===== config.mk =====
export PLATFORM = sky130hd
export DESIGN_NAME = scorecard_controller
export DESIGN_NICKNAME = d
export VERILOG_FILES = /design/src/rtl/scorecard_controller.sv
export SDC_FILE = /design/constraint.sdc
export NUM_CORES = 1
export LEC_CHECK = 0
export ABC_AREA = 0
export CORE_MARGIN = 2
export CORE_UTILIZATION = 54
export CTS_BUF_LIST = sky130_fd_sc_hd__clkbuf_8
export DETAILED_ROUTE_END_ITERATION = 8
export PLACE_DENSITY = 0.88
export SETUP_SLACK_MARGIN = 0.1
export SYNTH_ARGS = -nofsm -noshare
export SYNTH_HDL_FRONTEND = slang
export SYNTH_SLANG_ARGS = --single-unit

===== constraint.sdc =====
create_clock -name clk -period 2.8 [get_ports clk]
set_input_delay 0.84 -clock clk [delete_from_list [all_inputs] [get_ports clk]]
set_output_delay 0.84 -clock clk [all_outputs]
set_load 0.02 [all_outputs]

===== src/rtl/scorecard_controller.sv =====
// Two-player Yacht scorecard: category cursor seek, score commit with
// upper-section bonus, and end-of-game detection.
module scorecard_controller #(
    parameter int unsigned NUM_CAT      = 12,
    parameter int unsigned BONUS_THRESH = 63,
    parameter int unsigned BONUS_VAL    = 35
) (
    input  logic               clk,
    input  logic               reset_n,
    input  logic [1:0]         player,
    input  logic               nav_next,
    input  logic               nav_prev,
    input  logic               commit_req,
    input  logic               new_game,
    input  logic [7:0]         calc_score,
    output logic [3:0]         cat_idx,
    output logic [NUM_CAT-1:0] used_mask,
    output logic [8:0]         p1_total,
    output logic [8:0]         p2_total,
    output logic               p1_bonus,
    output logic               p2_bonus,
    output logic               busy,
    output logic               commit_ack,
    output logic               commit_nack,
    output logic               game_over
);

    typedef enum logic [1:0] {IDLE, SEEK, WRITE, BONUS} state_t;

    localparam logic [3:0] LAST_CAT = 4'(NUM_CAT - 1);
    localparam logic [8:0] THRESH9  = 9'(BONUS_THRESH);
    localparam logic [8:0] BONUS9   = 9'(BONUS_VAL);

    state_t             state;
    logic [NUM_CAT-1:0] p1_mask, p2_mask;
    logic [NUM_CAT-1:0] p1_mask_nxt, p2_mask_nxt;
    logic [NUM_CAT-1:0] act_mask;
    logic [8:0]         p1_upper, p2_upper;
    logic               seek_fwd;
    logic [3:0]         seek_cnt;
    logic [3:0]         cat_step;
    logic               player_ok;
    logic               wr_p2;
    logic [3:0]         wr_cat;
    logic [7:0]         wr_score;

    assign busy      = (state != IDLE);
    assign player_ok = (player == 2'd1) || (player == 2'd2);

    always_comb begin
        act_mask = '0;
        if (player == 2'd1)
            act_mask = p1_mask;
        else if (player == 2'd2)
            act_mask = p2_mask;
    end

    always_comb begin
        cat_step = cat_idx;
        if (seek_fwd)
            cat_step = (cat_idx == LAST_CAT) ? 4'd0 : cat_idx + 4'd1;
        else
            cat_step = (cat_idx == 4'd0) ? LAST_CAT : cat_idx - 4'd1;
    end

    // Next-state masks feed both the mask registers and the registered
    // used_mask view, so used_mask never lags a commit.
    always_comb begin
        p1_mask_nxt = p1_mask;
        p2_mask_nxt = p2_mask;
        if (new_game) begin
            p1_mask_nxt = '0;
            p2_mask_nxt = '0;
        end else if (state == WRITE) begin
            if (wr_p2)
                p2_mask_nxt[wr_cat] = 1'b1;
            else
                p1_mask_nxt[wr_cat] = 1'b1;
        end
    end

    always_ff @(posedge clk or negedge reset_n) begin
        if (!reset_n) begin
            state       <= IDLE;
            cat_idx     <= '0;
            used_mask   <= '0;
            p1_mask     <= '0;
            p2_mask     <= '0;
            p1_total    <= '0;
            p2_total    <= '0;
            p1_upper    <= '0;
            p2_upper    <= '0;
            p1_bonus    <= 1'b0;
            p2_bonus    <= 1'b0;
            commit_ack  <= 1'b0;
            commit_nack <= 1'b0;
            game_over   <= 1'b0;
            seek_fwd    <= 1'b0;
            seek_cnt    <= '0;
            wr_p2       <= 1'b0;
            wr_cat      <= '0;
            wr_score    <= '0;
        end else begin
            commit_ack  <= 1'b0;
            commit_nack <= 1'b0;
            p1_mask     <= p1_mask_nxt;
            p2_mask     <= p2_mask_nxt;
            if (player == 2'd1)
                used_mask <= p1_mask_nxt;
            else if (player == 2'd2)
                used_mask <= p2_mask_nxt;
            else
                used_mask <= '0;

            if (new_game) begin
                state     <= IDLE;
                cat_idx   <= '0;
                p1_total  <= '0;
                p2_total  <= '0;
                p1_upper  <= '0;
                p2_upper  <= '0;
                p1_bonus  <= 1'b0;
                p2_bonus  <= 1'b0;
                game_over <= 1'b0;
                seek_cnt  <= '0;
            end else begin
                case (state)
                    IDLE: begin
                        if (commit_req) begin
                            if (player_ok && !act_mask[cat_idx]) begin
                                wr_p2    <= (player == 2'd2);
                                wr_cat   <= cat_idx;
                                wr_score <= calc_score;
                                state    <= WRITE;
                            end else begin
                                commit_nack <= 1'b1;
                            end
                        end else if (nav_next || nav_prev) begin
                            seek_fwd <= nav_next;
                            seek_cnt <= '0;
                            state    <= SEEK;
                        end
                    end
                    SEEK: begin
                        // A full lap of NUM_CAT steps lands back on the start.
                        cat_idx  <= cat_step;
                        seek_cnt <= seek_cnt + 4'd1;
                        if (!act_mask[cat_step] || seek_cnt == LAST_CAT)
                            state <= IDLE;
                    end
                    WRITE: begin
                        if (wr_p2) begin
                            p2_total <= p2_total + {1'b0, wr_score};
                            if (wr_cat < 4'd6)
                                p2_upper <= p2_upper + {1'b0, wr_score};
                        end else begin
                            p1_total <= p1_total + {1'b0, wr_score};
                            if (wr_cat < 4'd6)
                                p1_upper <= p1_upper + {1'b0, wr_score};
                        end
                        state <= BONUS;
                    end
                    BONUS: begin
                        if (wr_p2) begin
                            if (p2_upper >= THRESH9 && !p2_bonus) begin
                                p2_total <= p2_total + BONUS9;
                                p2_bonus <= 1'b1;
                            end
                        end else begin
                            if (p1_upper >= THRESH9 && !p1_bonus) begin
                                p1_total <= p1_total + BONUS9;
                                p1_bonus <= 1'b1;
                            end
                        end
                        if (&p1_mask && &p2_mask)
                            game_over <= 1'b1;
                        commit_ack <= 1'b1;
                        state      <= IDLE;
                    end
                    default: state <= IDLE;
                endcase
            end
        end
    end

endmodule


* After elaboration in Yosys (flattened, before gate mapping)
Cells that the tools add are included.
** Storage, ports and cells
- Output and inout bits :: 40
- Register bits :: 101
** Operators by class
- Multiplexer cells :: 66
- Bitwise gates (word level) :: 4
- $add $sub $neg :: 9
- $lt $le $gt $ge :: 7
- Reduce and logical (&&, ||, !) cells :: 38
- Equal/unequal tests :: 19
** Operator list (count)
- $mux 9 :: 16
- $mux 12 :: 10
- $add 9x8->9 :: 4
- $pmux 9 s2 :: 2
- $mux 4 :: 8
- $ne 3x3->1 const B :: 9
- $or 12x12->12 :: 2
- $reduce_and 12->1 :: 2
- $mux 1 :: 20
- $add 9x6->9 const B :: 2
- $ge 9x6->1 const B :: 2
- $reduce_and 3->1 :: 6
- $reduce_bool 2->1 :: 9
- $reduce_and 4->1 :: 4
- $lt 4x5->1 const B :: 3
- $mux 2 :: 5
- $add 4x1->4 const B :: 2
- $bmux 1 s4 :: 2
- $eq 4x4->1 const B :: 2
- $ne 4x4->1 const B :: 2
- $pmux 2 s4 :: 1
- $pmux 4 s2 :: 1
- $eq 2x2->1 const B :: 3
- $reduce_bool 3->1 :: 2
- 13 further kinds :: 24

* Longest topological paths before layout
- Word-level depth :: 11
- Gate-level depth with buffers :: 12
- Gate-level depth less buffers :: 10

* Worst setup path before layout
No wires, ideal clock.
- Path kind :: input to register
- Start :: input player[1]
- End :: register wr_cat[0]
- Arrival time :: 2.815 ns
- Setup time :: 0.125 ns
- Path buffers :: 2
- Stages on the path :: 10
- Slack :: -0.140 ns
- Path through :: inv_1 > ha_1 > buf_4 > and3b_2 > a21oi_1 > mux4_2 > a211oi_2 > nand3b_4 > buf_12 > mux2_4
** On the way
- Word-level cells in the longest chain between the ends :: 8
** RTL lines
- from (decl) :: line 10 : input logic [1:0] player,
- $eq 2x2->1 :: line 48, 54
- $mux 12 :: line 54 : else if (player == 2'd2)
- $mux 12 :: line 52 : if (player == 2'd1)
- $bmux 1 s4 :: line 130 : if (player_ok && !act_mask[cat_idx]) begin
- $mux 1 (implied by the code) :: line 130
- $logic_not 1->1 :: line 130
- $logic_and 1x1->1 (*) :: line 130
- $reduce_and 4->1 (no line) (*)
- to (signal assigned) :: line 132 : wr_cat <= cat_idx;
- to (decl) :: line 44 : logic [3:0] wr_cat;
Mark *: on every way between the ends. The rest lies on a longest branch, timed or not. The select of a mux whose other input is x is not followed.
A chain may end at the register's enable or synchronous reset.

* Final worst setup path
- Start :: register state[1]
- End :: output busy
** On the way
- Word-level cells in the longest chain between the ends :: 1
** RTL lines
- from (decl) :: line 34 : state_t state;
- from (signal assigned) :: line 84 : state <= IDLE;
- from (signal assigned) :: line 116 : state <= IDLE;
- from (signal assigned) :: line 134 : state <= WRITE;
- $reduce_bool 2->1 :: line 47 : assign busy = (state != IDLE);
- to (decl) :: line 22 : output logic busy,
Every way passes these cells.

==> flow_summary.rst <==
.. list-table::
   :header-rows: 1

   * - Metric
     - Value
   * - Period Utilization, post-route
     - 0.9444
   * - Top_reg_cell synth
     - sky130_fd_sc_hd__dfrtp_1
   * - Setup repair after global routing missed its margin
     - yes
   * - Switch share
     - 0.3793
   * - Number of antenna violations at the first check in global routing
     - 0
   * - Global-route wire length before repair
     - 25,320 um
   * - Estimated wirelength of the detail-placed design
     - 11,300 um
   * - Hold buffer count at cts
     - 0
   * - Sequential element share of the synthesized area
     - 0.4147
   * - Inserted Clock Buffers
     - 9
   * - Outcome
     - finished, final reports clean
   * - Reg2reg setup slack
     - 260 ps
   * - Port-buffer cells
     - 55
   * - Met2 track demand over resource
     - 0.4360
   * - Share of synthesized registers carrying an async set or reset
     - 1.000
   * - Post-placement setup slack
     - -717.5 ps
   * - Global routing met1 resource utilization
     - 0.3660
   * - Total congestion overflow
     - 0
   * - Max_slew headroom
     - 0.1864
   * - Wire length after detailed routing
     - 15,610 um
   * - TritonCTS clock tree
     - built
   * - Hold violation count in the final report
     - 0
   * - Share of cells above drive strength 1
     - 0.1360
   * - Critical path's slowest cell
     - sky130_fd_sc_hd__clkdlybuf4s50_1
   * - Post-synth EDFFs
     - 0
   * - Signed area change from the synthesized netlist to the final layout
     - 17.35%
   * - Initial DRT Pass Iterations
     - 5
   * - Kind of cell adding the most delay to the critical path
     - buffers and inverters
   * - Static Leak
     - 3.236 nW
   * - Post-DRT Antenna Nets
     - 0
   * - Largest clock skew in the final design
     - 17.77 ps
   * - Clock Power Share
     - 0.211
   * - Largest voltage drop on the vdd net
     - 0.3909 mV
   * - Area of the placeable core
     - 0.01094 mm^2
   * - Comb pwr share
     - 0.363
   * - Post-Place Cells
     - 805
   * - Starting density of the core
     - 0.5573
   * - Layout Cells excl Fill
     - 824
   * - Num rows
     - 38
   * - Capturing element type of the critical path
     - output port
   * - Peak fanout along the critical path
     - 11
   * - Buffer levels on the longest clock path
     - 2
   * - Count of final max-slew check failures
     - 0
   * - Cell chosen for the clock root
     - sky130_fd_sc_hd__clkbuf_8
   * - Post-Synthesis Mean Instance Area
     - 9.942 um^2
   * - Switching power
     - 0.001609 W
   * - Top achievable clock speed
     - 0.3782 GHz
   * - Vias after detailed routing
     - 5,194
   * - Type of the worst setup path
     - flop to output port
   * - Die Width
     - 110.2 um
   * - Class of the worst hold path
     - input port to asynchronous set/reset pin
   * - Total Neg Setup Slack
     - 0 ps
   * - Final weighted congestion in routability-driven placement
     - 0.9306
   * - Delay contributed by the slowest stage of the critical path
     - 540 ps
   * - Syn_nets
     - 670
   * - Routed len/inst
     - 18.94 um
   * - Post-route DRC
     - 0
   * - Minimum period implied by the final worst setup slack
     - 2644 ps
   * - Vias in the first global route
     - 5,085
   * - Setup violations, final
     - 0
   * - Flop pwr share
     - 0.426
   * - Total inserted antenna cells
     - 0
   * - Worst setup SP type
     - flop
   * - Clock network latency to the later pin of the worst-skew pair
     - 400 ps
   * - Die Outline Area
     - 0.01215 mm^2
   * - Unique masters post-synth
     - 65
   * - Layer with the highest usage after global routing
     - met2
   * - Yosys synthesis warning count
     - 0
   * - Layout Nets
     - 736
   * - Die Span Y
     - 110.2 um
   * - Slew at the pin closest to its max-slew limit
     - 1213 ps
   * - Overall Global Routing Usage
     - 0.2726
   * - Count of boundary I/O pins
     - 56
   * - DRC marker count from the first detailed-route iteration
     - 536
   * - Synth Instances
     - 613
   * - Clock-pin slew on the worst setup and hold paths
     - 110 ps
   * - H-tree Lvls
     - 3
   * - Power per cell area
     - 593.3 mW/mm^2
   * - Post-route setup slack
     - 155.6 ps
   * - Pint
     - 0.002634 W
   * - Largest net degree at the start of global routing
     - 54
   * - CP bufs+invs
     - 2
   * - CP Data Required Time
     - 1960 ps
   * - Routing usage on met3
     - 0.05644
   * - Synthesized area
     - 0.006095 mm^2
   * - Total clock sinks
     - 101
   * - Total Power Consumption
     - 0.004243 W
   * - Vias per cell
     - 6.303
   * - Post-synthesis sequential element count
     - 101
   * - Arrival time at the worst endpoint
     - 1800 ps
   * - Cell breakdown of the critical path
     - buf_4, or2_2, clkdlybuf4s50_1
   * - # Max-Cap Violations
     - 0
[cells in the mapped netlist (all sizes together) (5+ instances only)]
cell | count | share of area
and3 | 5 | 0.0051
nor3 | 24 | 0.020
clkbuf | 17 | 0.014
nand2 | 34 | 0.021
a21o | 5 | 0.0062
a211oi | 11 | 0.014
nor2b | 10 | 0.010
ha | 37 | 0.076
dfrtp | 101 | 0.41
buf | 12 | 0.015
nand3 | 9 | 0.0074
nor4 | 6 | 0.0062
inv | 19 | 0.012
mux2i | 14 | 0.023
xnor2 | 16 | 0.023
nand2b | 8 | 0.0082
a21oi | 56 | 0.046
nand4 | 10 | 0.010
nor2 | 78 | 0.048
mux2 | 13 | 0.030
a22o | 27 | 0.039
o21ai | 18 | 0.015
mux4 | 6 | 0.023
and2 | 12 | 0.013
and3b | 7 | 0.011
[stage by stage]
| stage | utilization | hold WS (ps) | instance area, um^2 |
|---|---|---|---|
| after floorplan | - | 471.7 | 6145 |
| after global placement | 0.6304 | 493.2 | 6894 |
| after detailed placement | 0.6304 | 485.1 | 6894 |
| after CTS | 0.6517 | 289.4 | 7127 |
| after global routing | 0.6540 | 288.0 | 7152 |
| final | 0.6540 | 294.8 | 7152 |
[repair_timing]
item,4_1_cts,5_1_grt
resized for setup,17,5
buffers inserted,1,1
pin swaps,3,1
cloned,1,0
endpoints found under the setup margin,16,15
[cells by family (layout without fill, tap and decap cells)]
family / Yosys count / in the layout / share of synthesized area
simple gates: 221 / 222 / 0.1852
compound gates: 149 / 149 / 0.1657
flops: 101 / 101 / 0.4147
buf+inv: 48 / 118 / 0.04003
fa+ha+maj: 41 / 41 / 0.08910
mux: 33 / 33 / 0.07657
xor+xnor: 20 / 20 / 0.02874
[power by group through the flow]
stage          sequential, W  combinational (W)  clock, W
4_1_cts              0.00180            0.00152  0.000905
2_1_floorplan        0.00176            0.00109         0
6_report             0.00181            0.00154  0.000896
5_1_grt              0.00182            0.00169  0.000967
3_5_place_dp         0.00182            0.00149         0
3_3_place_gp         0.00181            0.00138         0
[placed cells by master, fill, tap and decap left out, types with 5 or more instances in the layout]
cell and n:
sky130_fd_sc_hd__xnor2_1 16, sky130_fd_sc_hd__and3b_2 6, sky130_fd_sc_hd__mux4_2 5, sky130_fd_sc_hd__nand4_1 10, sky130_fd_sc_hd__nand3_1 9, sky130_fd_sc_hd__a211oi_1 9, sky130_fd_sc_hd__mux2i_1 14, sky130_fd_sc_hd__inv_6 5
sky130_fd_sc_hd__nor4_1 6, sky130_fd_sc_hd__nand2b_1 8, sky130_fd_sc_hd__a21oi_1 52, sky130_fd_sc_hd__inv_1 19, sky130_fd_sc_hd__and2_1 8, sky130_fd_sc_hd__nand2_1 33, sky130_fd_sc_hd__a21o_1 5, sky130_fd_sc_hd__nor2b_1 10
sky130_fd_sc_hd__a22o_1 27, sky130_fd_sc_hd__dfrtp_1 100, sky130_fd_sc_hd__buf_4 26, sky130_fd_sc_hd__mux2_4 12, sky130_fd_sc_hd__ha_1 35, sky130_fd_sc_hd__clkdlybuf4s50_1 51, sky130_fd_sc_hd__nor3_1 24, sky130_fd_sc_hd__clkbuf_8 9
sky130_fd_sc_hd__o21ai_0 17, sky130_fd_sc_hd__nor2_1 78, sky130_fd_sc_hd__and3_1 5
[state kept, by name, indices dropped and copies added, names as in the netlist, 2 cells and up]
signal	cells
p1_mask	12
p2_mask	12
used_mask	12
p1_total	9
p1_upper	9
p2_total	9
p2_upper	9
wr_score	8
cat_idx	4
seek_cnt	4
wr_cat	4
state	2
[final timing paths]
kind,start,to,cells after the start
worst max-delay path,state[1]$_DFFE_PN0P_,busy,3
worst min-delay path,reset_n,wr_cat[3]$_DFFE_PN0P_,1
worst max register to register,state[0]$_DFFE_PN0P_,p2_upper[8]$_DFFE_PN0P_,7
worst min register to register,game_over$_DFFE_PN0P_,game_over$_DFFE_PN0P_,2
max in group asynchronous,reset_n,cat_idx[2]$_DFFE_PN0P_,2
min in group clk,game_over$_DFFE_PN0P_,game_over$_DFFE_PN0P_,2
[layout make-up]
cell class / count / area (um^2)
sequential: 101 / 2529
clock inverter: 7 / 55.05
clock buffer: 9 / 123.9
tap: 140 / 175.2
timing repair buffer: 83 / 769.5
fill: 854 / 3784
multi-input combinational: 465 / 3416
inverter: 19 / 83.83
[per-layer routing]
layer,vias up,share of wire,wire length [um]
met5,-,0,0
met4,0,0.020,307
met3,31,0.066,1037
met2,227,0.48,7530
met1,2572,0.43,6734
li1,2364,-,-
Power figures use the tool's default switching activity.
